[config.mk]
export PLATFORM = sky130hd
export DESIGN_NAME = ps2_key_tracker
export DESIGN_NICKNAME = d
export VERILOG_FILES = /design/src/rtl/ps2_key_tracker.sv
export SDC_FILE = /design/constraint.sdc
export NUM_CORES = 1
export LEC_CHECK = 0
export CORE_MARGIN = 10
export CORE_UTILIZATION = 55
export DETAILED_ROUTE_END_ITERATION = 12
export GPL_TIMING_DRIVEN = 0
export PLACE_DENSITY = 0.75
export SLEW_MARGIN = 40
export SYNTH_ARGS = -nofsm -noshare
export SYNTH_HDL_FRONTEND = slang
export SYNTH_SLANG_ARGS = --single-unit
[constraint.sdc]
create_clock -name clk -period 7.25 [get_ports clk]
set_input_delay 1.45 -clock clk [delete_from_list [all_inputs] [get_ports clk]]
set_output_delay 1.45 -clock clk [all_outputs]
set_load 0.02 [all_outputs]
[src/rtl/ps2_key_tracker.sv]
// ----------------------------------------------------------------------------
// ps2_key_tracker
//
// Turns the raw PS/2 scan-code stream into held-key state. Break (0xF0) and
// extended (0xE0) prefixes are parsed. Held keys live on a last-pressed-
// priority stack. The newest held key is presented as the current note, and
// one-cycle strobes mark note-on and note-off events.
//
// Ports
//   clk            : system clock
//   rst            : asynchronous, active-high reset
//   code_in        : scan code, qualified by code_valid_in
//   code_valid_in  : single-cycle strobe, one code per cycle
//   key_out        : newest held key, 0x00 when nothing is held
//   key_valid_out  : high while at least one key is held
//   note_on_out    : one-cycle pulse when key_out changes to a nonzero key
//   note_off_out   : one-cycle pulse when the held count drops to zero
//   count_out      : number of held keys
// ----------------------------------------------------------------------------
module ps2_key_tracker #(
  parameter int DEPTH = 4
) (
  input  logic                       clk,
  input  logic                       rst,
  input  logic [7:0]                 code_in,
  input  logic                       code_valid_in,
  output logic [7:0]                 key_out,
  output logic                       key_valid_out,
  output logic                       note_on_out,
  output logic                       note_off_out,
  output logic [$clog2(DEPTH+1)-1:0] count_out
);

  localparam int CW = $clog2(DEPTH+1);

  typedef enum logic [1:0] {
    S_IDLE,
    S_BREAK,
    S_EXT,
    S_EXT_BREAK
  } state_e;

  state_e          state_q, state_d;
  logic [7:0]      stack_q [DEPTH];
  logic [7:0]      stack_d [DEPTH];
  logic [CW-1:0]   count_q, count_d;
  logic [7:0]      key_q, key_d;
  logic            valid_q, valid_d;
  logic            note_on_q, note_on_d;
  logic            note_off_q, note_off_d;

  logic            make_ev;
  logic            break_ev;
  logic            ignored_code;
  logic [DEPTH-1:0] hit_vec;
  logic            hit_any;
  logic [CW-1:0]   hit_idx;
  logic [CW-1:0]   top_idx;

  // Codes the keyboard emits for self-test / errors / overrun; never keys.
  assign ignored_code = (code_in == 8'h00) || (code_in == 8'hAA) ||
                        (code_in == 8'hFE) || (code_in == 8'hFF);

  // --------------------------------------------------------------------------
  // Prefix parser: only advances on valid codes. Anything after an 0xE0
  // prefix is swallowed so extended keys never touch the stack.
  // --------------------------------------------------------------------------
  always_comb begin
    state_d  = state_q;
    make_ev  = 1'b0;
    break_ev = 1'b0;
    if (code_valid_in) begin
      case (state_q)
        S_IDLE: begin
          if (code_in == 8'hF0) begin
            state_d = S_BREAK;
          end else if (code_in == 8'hE0) begin
            state_d = S_EXT;
          end else if (!ignored_code) begin
            make_ev = 1'b1;
          end
        end
        S_BREAK: begin
          break_ev = 1'b1;
          state_d  = S_IDLE;
        end
        S_EXT: begin
          state_d = (code_in == 8'hF0) ? S_EXT_BREAK : S_IDLE;
        end
        default: begin
          state_d = S_IDLE;
        end
      endcase
    end
  end

  // --------------------------------------------------------------------------
  // Parallel search: one comparator per slot, masked to the occupied slots.
  // Keys are unique in the stack, so at most one bit is ever set.
  // --------------------------------------------------------------------------
  for (genvar gi = 0; gi < DEPTH; gi++) begin : g_hit
    assign hit_vec[gi] = (CW'(gi) < count_q) && (stack_q[gi] == code_in);
  end

  assign hit_any = |hit_vec;

  always_comb begin
    hit_idx = '0;
    for (int i = 0; i < DEPTH; i++) begin
      if (hit_vec[i]) begin
        hit_idx = CW'(i);
      end
    end
  end

  // --------------------------------------------------------------------------
  // Stack update. Slot 0 is the oldest entry, slot count-1 the newest.
  // Unoccupied slots are kept at zero, which lets a removal simply shift the
  // upper part down by one.
  // --------------------------------------------------------------------------
  always_comb begin
    for (int i = 0; i < DEPTH; i++) begin
      stack_d[i] = stack_q[i];
    end
    count_d = count_q;

    if (make_ev && !hit_any) begin
      if (count_q == CW'(DEPTH)) begin
        // Full: evict the oldest, new key lands on top.
        for (int i = 0; i < DEPTH - 1; i++) begin
          stack_d[i] = stack_q[i+1];
        end
        stack_d[DEPTH-1] = code_in;
      end else begin
        for (int i = 0; i < DEPTH; i++) begin
          if (CW'(i) == count_q) begin
            stack_d[i] = code_in;
          end
        end
        count_d = count_q + CW'(1);
      end
    end else if (break_ev && hit_any) begin
      // Close the gap left by the released key; press order is preserved.
      for (int i = 0; i < DEPTH - 1; i++) begin
        if (CW'(i) >= hit_idx) begin
          stack_d[i] = stack_q[i+1];
        end
      end
      stack_d[DEPTH-1] = 8'h00;
      count_d = count_q - CW'(1);
    end
  end

  // --------------------------------------------------------------------------
  // Output derivation. The presented key is always the new top of stack, so a
  // note-on is simply "top changed to something nonzero": this covers new
  // presses, overflow pushes and the retrigger after popping the top key.
  // Releases below the top leave the top unchanged and therefore stay silent.
  // --------------------------------------------------------------------------
  assign top_idx = count_d - CW'(1);

  always_comb begin
    key_d = 8'h00;
    for (int i = 0; i < DEPTH; i++) begin
      if ((count_d != '0) && (CW'(i) == top_idx)) begin
        key_d = stack_d[i];
      end
    end
    valid_d    = (count_d != '0);
    note_on_d  = (key_d != 8'h00) && (key_d != key_q);
    note_off_d = (count_q != '0) && (count_d == '0);
  end

  always_ff @(posedge clk or posedge rst) begin
    if (rst) begin
      state_q    <= S_IDLE;
      count_q    <= '0;
      key_q      <= 8'h00;
      valid_q    <= 1'b0;
      note_on_q  <= 1'b0;
      note_off_q <= 1'b0;
      for (int i = 0; i < DEPTH; i++) begin
        stack_q[i] <= 8'h00;
      end
    end else begin
      state_q    <= state_d;
      count_q    <= count_d;
      key_q      <= key_d;
      valid_q    <= valid_d;
      note_on_q  <= note_on_d;
      note_off_q <= note_off_d;
      for (int i = 0; i < DEPTH; i++) begin
        stack_q[i] <= stack_d[i];
      end
    end
  end

  assign key_out       = key_q;
  assign key_valid_out = valid_q;
  assign note_on_out   = note_on_q;
  assign note_off_out  = note_off_q;
  assign count_out     = count_q;

endmodule
==> flow_summary.toml <==
[status]
status = "completed"

[clock_tree]
hold_buffers = 0
numClockSinks = 48
worstSkewPairLatency_ns = 0.31
clock-root-buffer = "clkbuf_8"
cts_resized = 0
postCtsSetupRepairBufs = 0
h-tree-depth = 2
cts_tree = "yes"
clock_path_buffers = 2
cts_made_buffers = 5
clk_transition_reported_paths_ns = 0.10

[yosys]
synth_nets = 414
ys_async_sr_fraction_pct = 100
synth_flop_cell = "dfrtp_1"
syn_area_um2 = 3600
syn_area_per_cell_um2 = 9.05
yosys.area_share.simple_pct = 16.9
synthAdderAreaFrac_pct = 1.74
synthXorXnorAreaFrac_pct = 9.97
yosysTopAreaCell = "dfrtp_1"
netlist.area_leader.share_pct = 33.3
synth_seq_area_share_pct = 33.3
synth_compound_area_share_pct = 19.9
synth_seq_cells = 48
synth.mux.area_fraction_pct = 12.0
synth_cells = 398
synth-edff-count = 0
ys_warn_count = 0
synthDistinctLibCells = 54
synth.area.top_cells = "dfrtp_1, mux2i_1, xnor2_1, xor2_1, a21oi_1"
synth_top_family_by_area = "compound AO/OA/AOI/OAI gates"

[sta]
timing.final.crit_share_pct = 73.0
worstMarginPinSlew_ns = 0.810
setup_viol = 0
rsz0062_at_grt = "no"
setup_tns_ns = 0
report.final.slew_viol_count = 0
finalHoldViolCount = 0
skew_ns = 0.0117
max-slew-margin-rel_pct = 46.0
period_minus_slack_ns = 5.29
max_freq_mhz = 189

[worst_setup_path]
start_kind = "input pin"
r2r-start = "count_out[1]"
cp.arrival_ns = 5.48
crit_type = "input pin to flip-flop"
reg2reg_to = "note_on_out"
worstPathRequired_ns = 7.44
endpoint_kind = "flip-flop"
cp_max_fo = 10
worstRegToRegCells = 15
rrSetupSlack_ns = 3.17

[placed_design]
place_hpwl_um = 7810
placedCellCount = 498
gp_congestion = 0.950
portBuffers = 21

[detailed_routing]
wl_met3_um = 727
drtIter0Drc = 318
drc = 0
met2_length_um = 4820
dr.pass1.iters = 5
wl_met1_um = 4350
wl_per_cell_um = 20.3
wirelength_um = 10200
top_layer = "met4"
via_per_inst = 6.46
routed-via-count = 3269
ant_nets = 0

[global_route]
grt_max_degree = 43
grt_pass1_wl_um = 16900
grt_pass1_vias = 3176
grt_use_total_pct = 20.7
overflow = 0
antenna_found_initial = 0

[floorplanning]
start_util_pct = 56.7
die_h_um = 101
num_rows = 29
die_area_um2 = 10200
num_io_pins = 25
core_um2 = 6350
die_w_um = 101

[final_layout]
area_growth_pct = 12.5
fin_cells = 506
drive_gt1_share_pct = 13.3
most-common-layout-cells = "dfrtp_1, a21oi_1, mux2i_1, nor2_1"
nNetsFinal = 444
regArea_um2 = 1200
multi_input_area_um2 = 2180
nFillCells = 524
final_common_cell = "dfrtp_1"
diodes = 0

[flow_run]
maxCapViolCount = 0

[power_and_ir_drop]
ir_drop_mv = 0.303
leakage_uw = 0.00168
power_per_cell_area_nw_per_um2 = 478
total_power_uw = 1940

[worst_hold_path]
holdPathStages = 1
hold_path_startpoint = "state_q[1]"
hold_path.class = "flip-flop to flip-flop"
hold_end = "state_q[1]"
==> where the power goes <==
part / switching (uW) / leakage, uW / internal (uW)
Sequential: 143 / 0.000551 / 387
Combinational: 682 / 0.00107 / 526
Clock: 94.4 / 0.0000548 / 104
Total: 919 / 0.00168 / 1020
==> how the worst max path moves through the flow <==
stage | startpoint | endpoint | cells after the start
after CTS | code_in[4] | note_on_out | 15
final | code_in[4] | note_on_out | 15
after global placement | code_in[4] | note_on_out | 15
after detailed placement | code_in[4] | note_on_out | 15
after floorplan | code_in[3] | note_on_out | 13
after global routing | code_in[6] | note_on_out | 15
==> through the flow <==
step / setup slack [ns] / cell area (um2) / util (%) / hold WS, ns
2_1_floorplan: 2.77 / 3600 / - / 0.457
3_3_place_gp: 1.66 / 3910 / 61.6 / 0.484
3_5_place_dp: 1.64 / 3940 / 62.0 / 0.485
4_1_cts: 1.96 / 4050 / 63.8 / 0.510
5_1_grt: 1.74 / 4050 / 63.8 / 0.534
6_report: 1.96 / 4050 / 63.8 / 0.518
==> sequential cells by signal, summed over array words and instances (netlist names) <==
| signal | count |
|---|---|
| note_on_out | 1 |
| key_valid_out | 1 |
| key_out | 8 |
| stack_q | 32 |
| count_out | 3 |
| state_q | 2 |
| note_off_out | 1 |
==> area by class of cell <==
cell class	instances	area share (%)
clock buffers	5	1.70
clock inverters	3	1.14
inverters	22	2.10
plain buffers	29	3.43
multi-input cells	299	53.8
flip-flops and latches	48	29.6
repair buffers	23	5.81
well taps	77	2.38
==> cells by family after synthesis <==
kind of cell / after synthesis
AND/OR/NAND/NOR: 117
AO/OA/AOI/OAI: 94
buffers and inverters: 51
flip-flops: 48
multiplexers: 42
XOR/XNOR: 41
adder cells (fa/ha/maj): 5
==> metal layers <==
layer,global-route usage [%],vias up
met1,27.5,1571
met5,0,-
met4,9.00,0
met2,32.6,171
li1,-,1502
met3,2.81,25
==> synth_stat cells, drive strengths merged (3+ instances only) <==
library cell / count
and3: 9
a22oi: 6
o221a: 7
a211oi: 11
nor2: 31
mux2: 10
nor2b: 8
nand3: 9
mux2i: 32
clkbuf: 10
dfrtp: 48
a22o: 8
nor3: 6
xor2: 19
buf: 19
a21oi: 33
nor4: 8
o22a: 3
inv: 22
o32ai: 6
ha: 5
o21ai: 7
nand2: 24
xnor2: 22
nand4: 7
and2: 4
or4: 4
==> worst max-delay path, stage by stage <==
cell	delay, ns
clkdlybuf4s50_1	0.57
buf_2	0.27
or4_1	0.15
a21oi_1	0.06
nor4_1	0.47
and3_1	0.23
clkbuf_1	0.26
nand3_1	0.13
a211oi_2	0.28
buf_2	0.35
mux2_2	0.40
a211o_1	0.32
xor2_1	0.17
nor4_2	0.26
a21oi_1	0.09
Note: power is estimated with default switching activity, not from simulation.
